`src/rtl/dbus_initiator.sv`:
```
// Data-bus initiator: takes one load/store at a time from the pipeline and runs it against the
// negedge-sampled data memory or the memory-mapped I/O region, returning a response with an error flag.
module dbus_initiator #(
  parameter int unsigned                ADDR_BIT_WIDTH = 32,
  parameter int unsigned                DATA_BIT_WIDTH = 32,
  parameter logic [ADDR_BIT_WIDTH-1:0]  MEM_LIMIT      = 32'h0000_0800,
  parameter int unsigned                IO_BIT         = 29,
  parameter int unsigned                IO_TIMEOUT     = 16
) (
  input  logic                      clk,
  input  logic                      reset,
  input  logic                      req_valid,
  output logic                      req_ready,
  input  logic                      req_we,
  input  logic [ADDR_BIT_WIDTH-1:0] req_addr,
  input  logic [DATA_BIT_WIDTH-1:0] req_wdata,
  output logic                      resp_valid,
  input  logic                      resp_ready,
  output logic [DATA_BIT_WIDTH-1:0] resp_rdata,
  output logic                      resp_err,
  output logic                      mem_wren,
  output logic [ADDR_BIT_WIDTH-1:0] mem_addr,
  output logic [DATA_BIT_WIDTH-1:0] mem_din,
  input  logic [DATA_BIT_WIDTH-1:0] mem_dout,
  output logic                      io_sel,
  output logic                      io_we,
  input  logic                      io_ack,
  input  logic [DATA_BIT_WIDTH-1:0] io_rdata,
  output logic [1:0]                dbg_state
);

  // Handshakes: a request transfers on a posedge where req_valid && req_ready; a response
  // transfers on a posedge where resp_valid && resp_ready. Sources hold their payload until then.

  localparam int unsigned CW = (IO_TIMEOUT > 1) ? $clog2(IO_TIMEOUT) : 1;
  localparam logic [CW-1:0] CNT_LAST = CW'(IO_TIMEOUT - 1);

  typedef enum logic [1:0] {
    IDLE      = 2'd0,
    ISSUE_MEM = 2'd1,
    WAIT_IO   = 2'd2,
    RESP      = 2'd3
  } state_t;

  state_t                    state_q, state_d;
  logic                      we_q, we_d;
  logic [ADDR_BIT_WIDTH-1:0] addr_q, addr_d;
  logic [DATA_BIT_WIDTH-1:0] din_q, din_d;
  logic [DATA_BIT_WIDTH-1:0] rdata_q, rdata_d;
  logic                      err_q, err_d;
  logic [CW-1:0]             cnt_q, cnt_d;

  logic addr_bad;

  // Misaligned, or in the memory region but past its end (unsigned full-width compare).
  assign addr_bad = (req_addr[1:0] != 2'b00) ||
                    (!req_addr[IO_BIT] && (req_addr >= MEM_LIMIT));

  always_comb begin
    state_d = state_q;
    we_d    = we_q;
    addr_d  = addr_q;
    din_d   = din_q;
    rdata_d = rdata_q;
    err_d   = err_q;
    cnt_d   = cnt_q;
    unique case (state_q)
      IDLE: begin
        if (req_valid) begin
          we_d   = req_we;
          addr_d = req_addr;
          din_d  = req_wdata;
          cnt_d  = '0;
          if (addr_bad) begin
            state_d = RESP;
            err_d   = 1'b1;
            rdata_d = '0;
          end else if (req_addr[IO_BIT]) begin
            state_d = WAIT_IO;
          end else begin
            state_d = ISSUE_MEM;
          end
        end
      end
      ISSUE_MEM: begin
        rdata_d = we_q ? '0 : mem_dout;
        err_d   = 1'b0;
        state_d = RESP;
      end
      WAIT_IO: begin
        // An ack in the final cycle still counts as success.
        if (io_ack) begin
          rdata_d = we_q ? '0 : io_rdata;
          err_d   = 1'b0;
          state_d = RESP;
        end else if (cnt_q == CNT_LAST) begin
          rdata_d = '0;
          err_d   = 1'b1;
          state_d = RESP;
        end else begin
          cnt_d = cnt_q + 1'b1;
        end
      end
      RESP: begin
        if (resp_ready) state_d = IDLE;
      end
      default: state_d = IDLE;
    endcase
  end

  always_ff @(posedge clk) begin
    if (reset) begin
      state_q <= IDLE;
      we_q    <= 1'b0;
      addr_q  <= '0;
      din_q   <= '0;
      rdata_q <= '0;
      err_q   <= 1'b0;
      cnt_q   <= '0;
    end else begin
      state_q <= state_d;
      we_q    <= we_d;
      addr_q  <= addr_d;
      din_q   <= din_d;
      rdata_q <= rdata_d;
      err_q   <= err_d;
      cnt_q   <= cnt_d;
    end
  end

  assign req_ready  = (state_q == IDLE);
  assign resp_valid = (state_q == RESP);
  assign resp_rdata = rdata_q;
  assign resp_err   = err_q;
  assign mem_wren   = (state_q == ISSUE_MEM) && we_q;
  assign mem_addr   = addr_q;
  assign mem_din    = din_q;
  assign io_sel     = (state_q == WAIT_IO);
  assign io_we      = (state_q == WAIT_IO) && we_q;
  assign dbg_state  = state_q;

endmodule

```
`config.mk`:
```
export PLATFORM = sky130hd
export DESIGN_NAME = dbus_initiator
export DESIGN_NICKNAME = d
export VERILOG_FILES = /design/src/rtl/dbus_initiator.sv
export SDC_FILE = /design/constraint.sdc
export NUM_CORES = 1
export LEC_CHECK = 0
export CORE_ASPECT_RATIO = 0.7
export CORE_MARGIN = 2
export CORE_UTILIZATION = 43
export DETAILED_ROUTE_END_ITERATION = 7
export PLACE_DENSITY = 0.92
export SLEW_MARGIN = 0
export SYNTH_ARGS = -nofsm -noshare
export SYNTH_HDL_FRONTEND = slang
export SYNTH_SLANG_ARGS = --single-unit
```
`constraint.sdc`:
```
create_clock -name clk -period 3.9 [get_ports clk]
set_clock_uncertainty 0.15 [all_clocks]
set_input_delay 0.585 -clock clk [delete_from_list [all_inputs] [get_ports clk]]
set_output_delay 0.585 -clock clk [all_outputs]
set_load 0.05 [all_outputs]
```
==> impl_metrics.tcl <==
set metrics [dict create \
    finalCriticalPeriod_ns 3.01 \
    hold_ws_ns 0.304 \
    m1WireLength_um 5910 \
    crit_path_max_fanout 33 \
    grt_antenna_before_repair 0 \
    cts_root_buf "clkbuf_16" \
    p_clk_frac 0.198 \
    drv_slew 0 \
    dp_hpwl_um 10400 \
    finalSetupTns_ns 0 \
    synth.yosys.seq_area_share 0.451 \
    synthTopCellsByArea "dfxtp_1, nand2_1, a21oi_1, mux2i_1, a22o_2" \
    max_slew_margin 0.190 \
    antennaDiodeCount 0 \
    grt_pass1_vias 4633 \
    end_kind "output port" \
    cts_tree "done" \
    fin_crit_sh 0.771 \
    pin_count 238 \
    crit_type "flop to output port" \
    path_clk_slew_ns 0.07 \
    synthToLayoutAreaGrowth_pct 57.1 \
    critPathRequiredTime_ns 3.16 \
    power_frac_comb 0.492 \
    wl_met3_um 875 \
    leakage_uw 0.00264 \
    synth_edf_count 0 \
    initial_core_util 0.444 \
    drc 0 \
    dieHeight_um 90.7 \
    synth_commonest_cells "nand2_1, dfxtp_1, a21oi_1" \
    core_area_mm2 0.0104 \
    route.met2.wl_um 6990 \
    rows 31 \
    drive_above_1_share 0.0918 \
    numCtsBuffers 9 \
    finalSetupViolations 0 \
    cts.hold.buffers_added 0 \
    worstPathArrival_ns 2.27 \
    wl_um 14100 \
    powerDensity_mw_per_mm2 595 \
    drtIter0Drc 204 \
    io_buffers 237 \
    post_drt_wl_per_cell_um 16.0 \
    cts_max_path_buffers 2 \
    swShare 0.426 \
    cts_resized 0 \
    cap_viol_max_count 0 \
    grt_max_degree 107 \
    hp-class "flop to flop" \
    synth_top_area_frac 0.451 \
    groute.usage.overall 0.236 \
    grt_remaining_overflow 0 \
    dieWidth_um 128 \
    tightest_slew_ns 1.21 \
    cts_sinks 104 \
    die-area_mm2 0.0116 \
    rsz0062_at_grt "false" \
    postCtsSetupBuffers 0 \
    place_congestion 0.854 \
    fmax_mhz 333 \
    start_kind "flop" \
    synth_area_leader_cell "dfxtp_1" \
    ys_async_sr_fraction 0 \
    synth_fp_nets 674 \
    fin_area_mm2 0.00725 \
    htreeDepth 3 \
    ys.flop_type "dfxtp_1" \
    place_area_mm2 0.00697 \
    nets 887 \
    p_int_uw 2480 \
    hold_viol 0 \
    yosysWarnings 0 \
    firstDrtPassIters 4 \
    syn_avg_cell_area_um2 8.64 \
    outcome "finished clean" \
    ys_ff_latch 104 \
    routed_via_density 5.12 \
    top_layer "met4" \
    ir_drop_v 0.000441 \
    yosysMostFrequentCell "nand2_1" \
    syn-cell-area_mm2 0.00462 \
    ys_types 42 \
    grt_pass1_wl_um 22300 \
    antenna_left 0 \
    power_frac_seq 0.310 \
    postSynthCellCount 534 \
    insertion_delay_ns 0.34 \
    via_count 4530 \
    p_switching_uw 1840 \
]
## cell type report
| class | instances | area (µm²) |
|---|---|---|
| clock inverters | 5 | 38.8 |
| clock buffers | 11 | 243 |
| well taps | 132 | 165 |
| flip-flops and latches | 104 | 2080 |
| multi-input cells | 384 | 2290 |
| inverters | 6 | 22.5 |
| repair buffers | 242 | 2410 |
| fillers | 794 | 3140 |
## logic make-up (layout without fill, tap and decap cells)
group | after synthesis | after routing | synth area share
fa+ha+maj | 6 | 6 | 0.0163
flops | 104 | 104 | 0.451
simple gates | 231 | 231 | 0.242
compound gates | 115 | 115 | 0.167
buf+inv | 46 | 264 | 0.0545
mux | 32 | 32 | 0.0694
## final timing paths
path	start	end	slack [ns]	depth (start not counted)
max	dbg_state[1]$_SDFFE_PP0P_	mem_wren	0.89	5
min	resp_err$_SDFFE_PP0P_	resp_err$_SDFFE_PP0P_	0.30	2
max reg2reg	dbg_state[0]$_SDFFE_PP0P_	resp_rdata[10]$_SDFFE_PP0P_	1.44	7
min reg2reg	resp_err$_SDFFE_PP0P_	resp_err$_SDFFE_PP0P_	0.30	2
## stage by stage
step / instances / utilization / power [µW] / worst slack (ns)
finish: 884 / 0.698 / 4320 / 0.894
floorplan: 534 / - / 2860 / 1.26
detailed placement: 868 / 0.670 / 3480 / 1.11
CTS: 884 / 0.698 / 4340 / 0.879
global route: 884 / 0.698 / 4520 / 0.775
global placement: 868 / 0.670 / 3420 / 1.16
## routing by layer
metal | up-vias | GRT usage
li1 | 2235 | -
met1 | 2087 | 0.270
met2 | 180 | 0.428
met3 | 28 | 0.0598
met4 | 0 | 0.0815
met5 | - | 0
## cells in the final DEF (no fill, tap or decap), types with 2 or more instances in the layout
cell type,count
nand2_1,166
nor4_1,9
or2b_2,19
a21oi_1,70
a22o_2,20
nand3_1,2
dfxtp_1,104
nand4_1,3
mux2i_1,32
inv_6,3
clkbuf_16,9
a22o_1,12
ha_1,6
and2_1,3
inv_1,6
nand2b_1,14
clkdlybuf4s50_1,236
o21ai_0,4
or3_1,2
buf_4,6
## power groups by stage
stage	combinational [µW]	sequential, µW	clock, µW
after global placement	2080	1340	0
after global routing	2240	1360	920
final	2120	1340	855
after detailed placement	2110	1360	0
after floorplan	917	1940	0
after CTS	2120	1340	878
## state kept, by name (all words and copies together) (netlist names)
signal,count
resp_rdata,32
mem_addr,32
resp_err,1
cnt_q,4
dbg_state,2
mem_din,32
we_q,1
## critical path, stage by stage (launching register included)
cell	delay, ns
dfxtp_1	0.36
inv_1	0.12
ha_1	0.15
buf_4	0.32
and2_1	0.18
clkdlybuf4s50_1	0.80
Power figures use the tool's default switching activity.
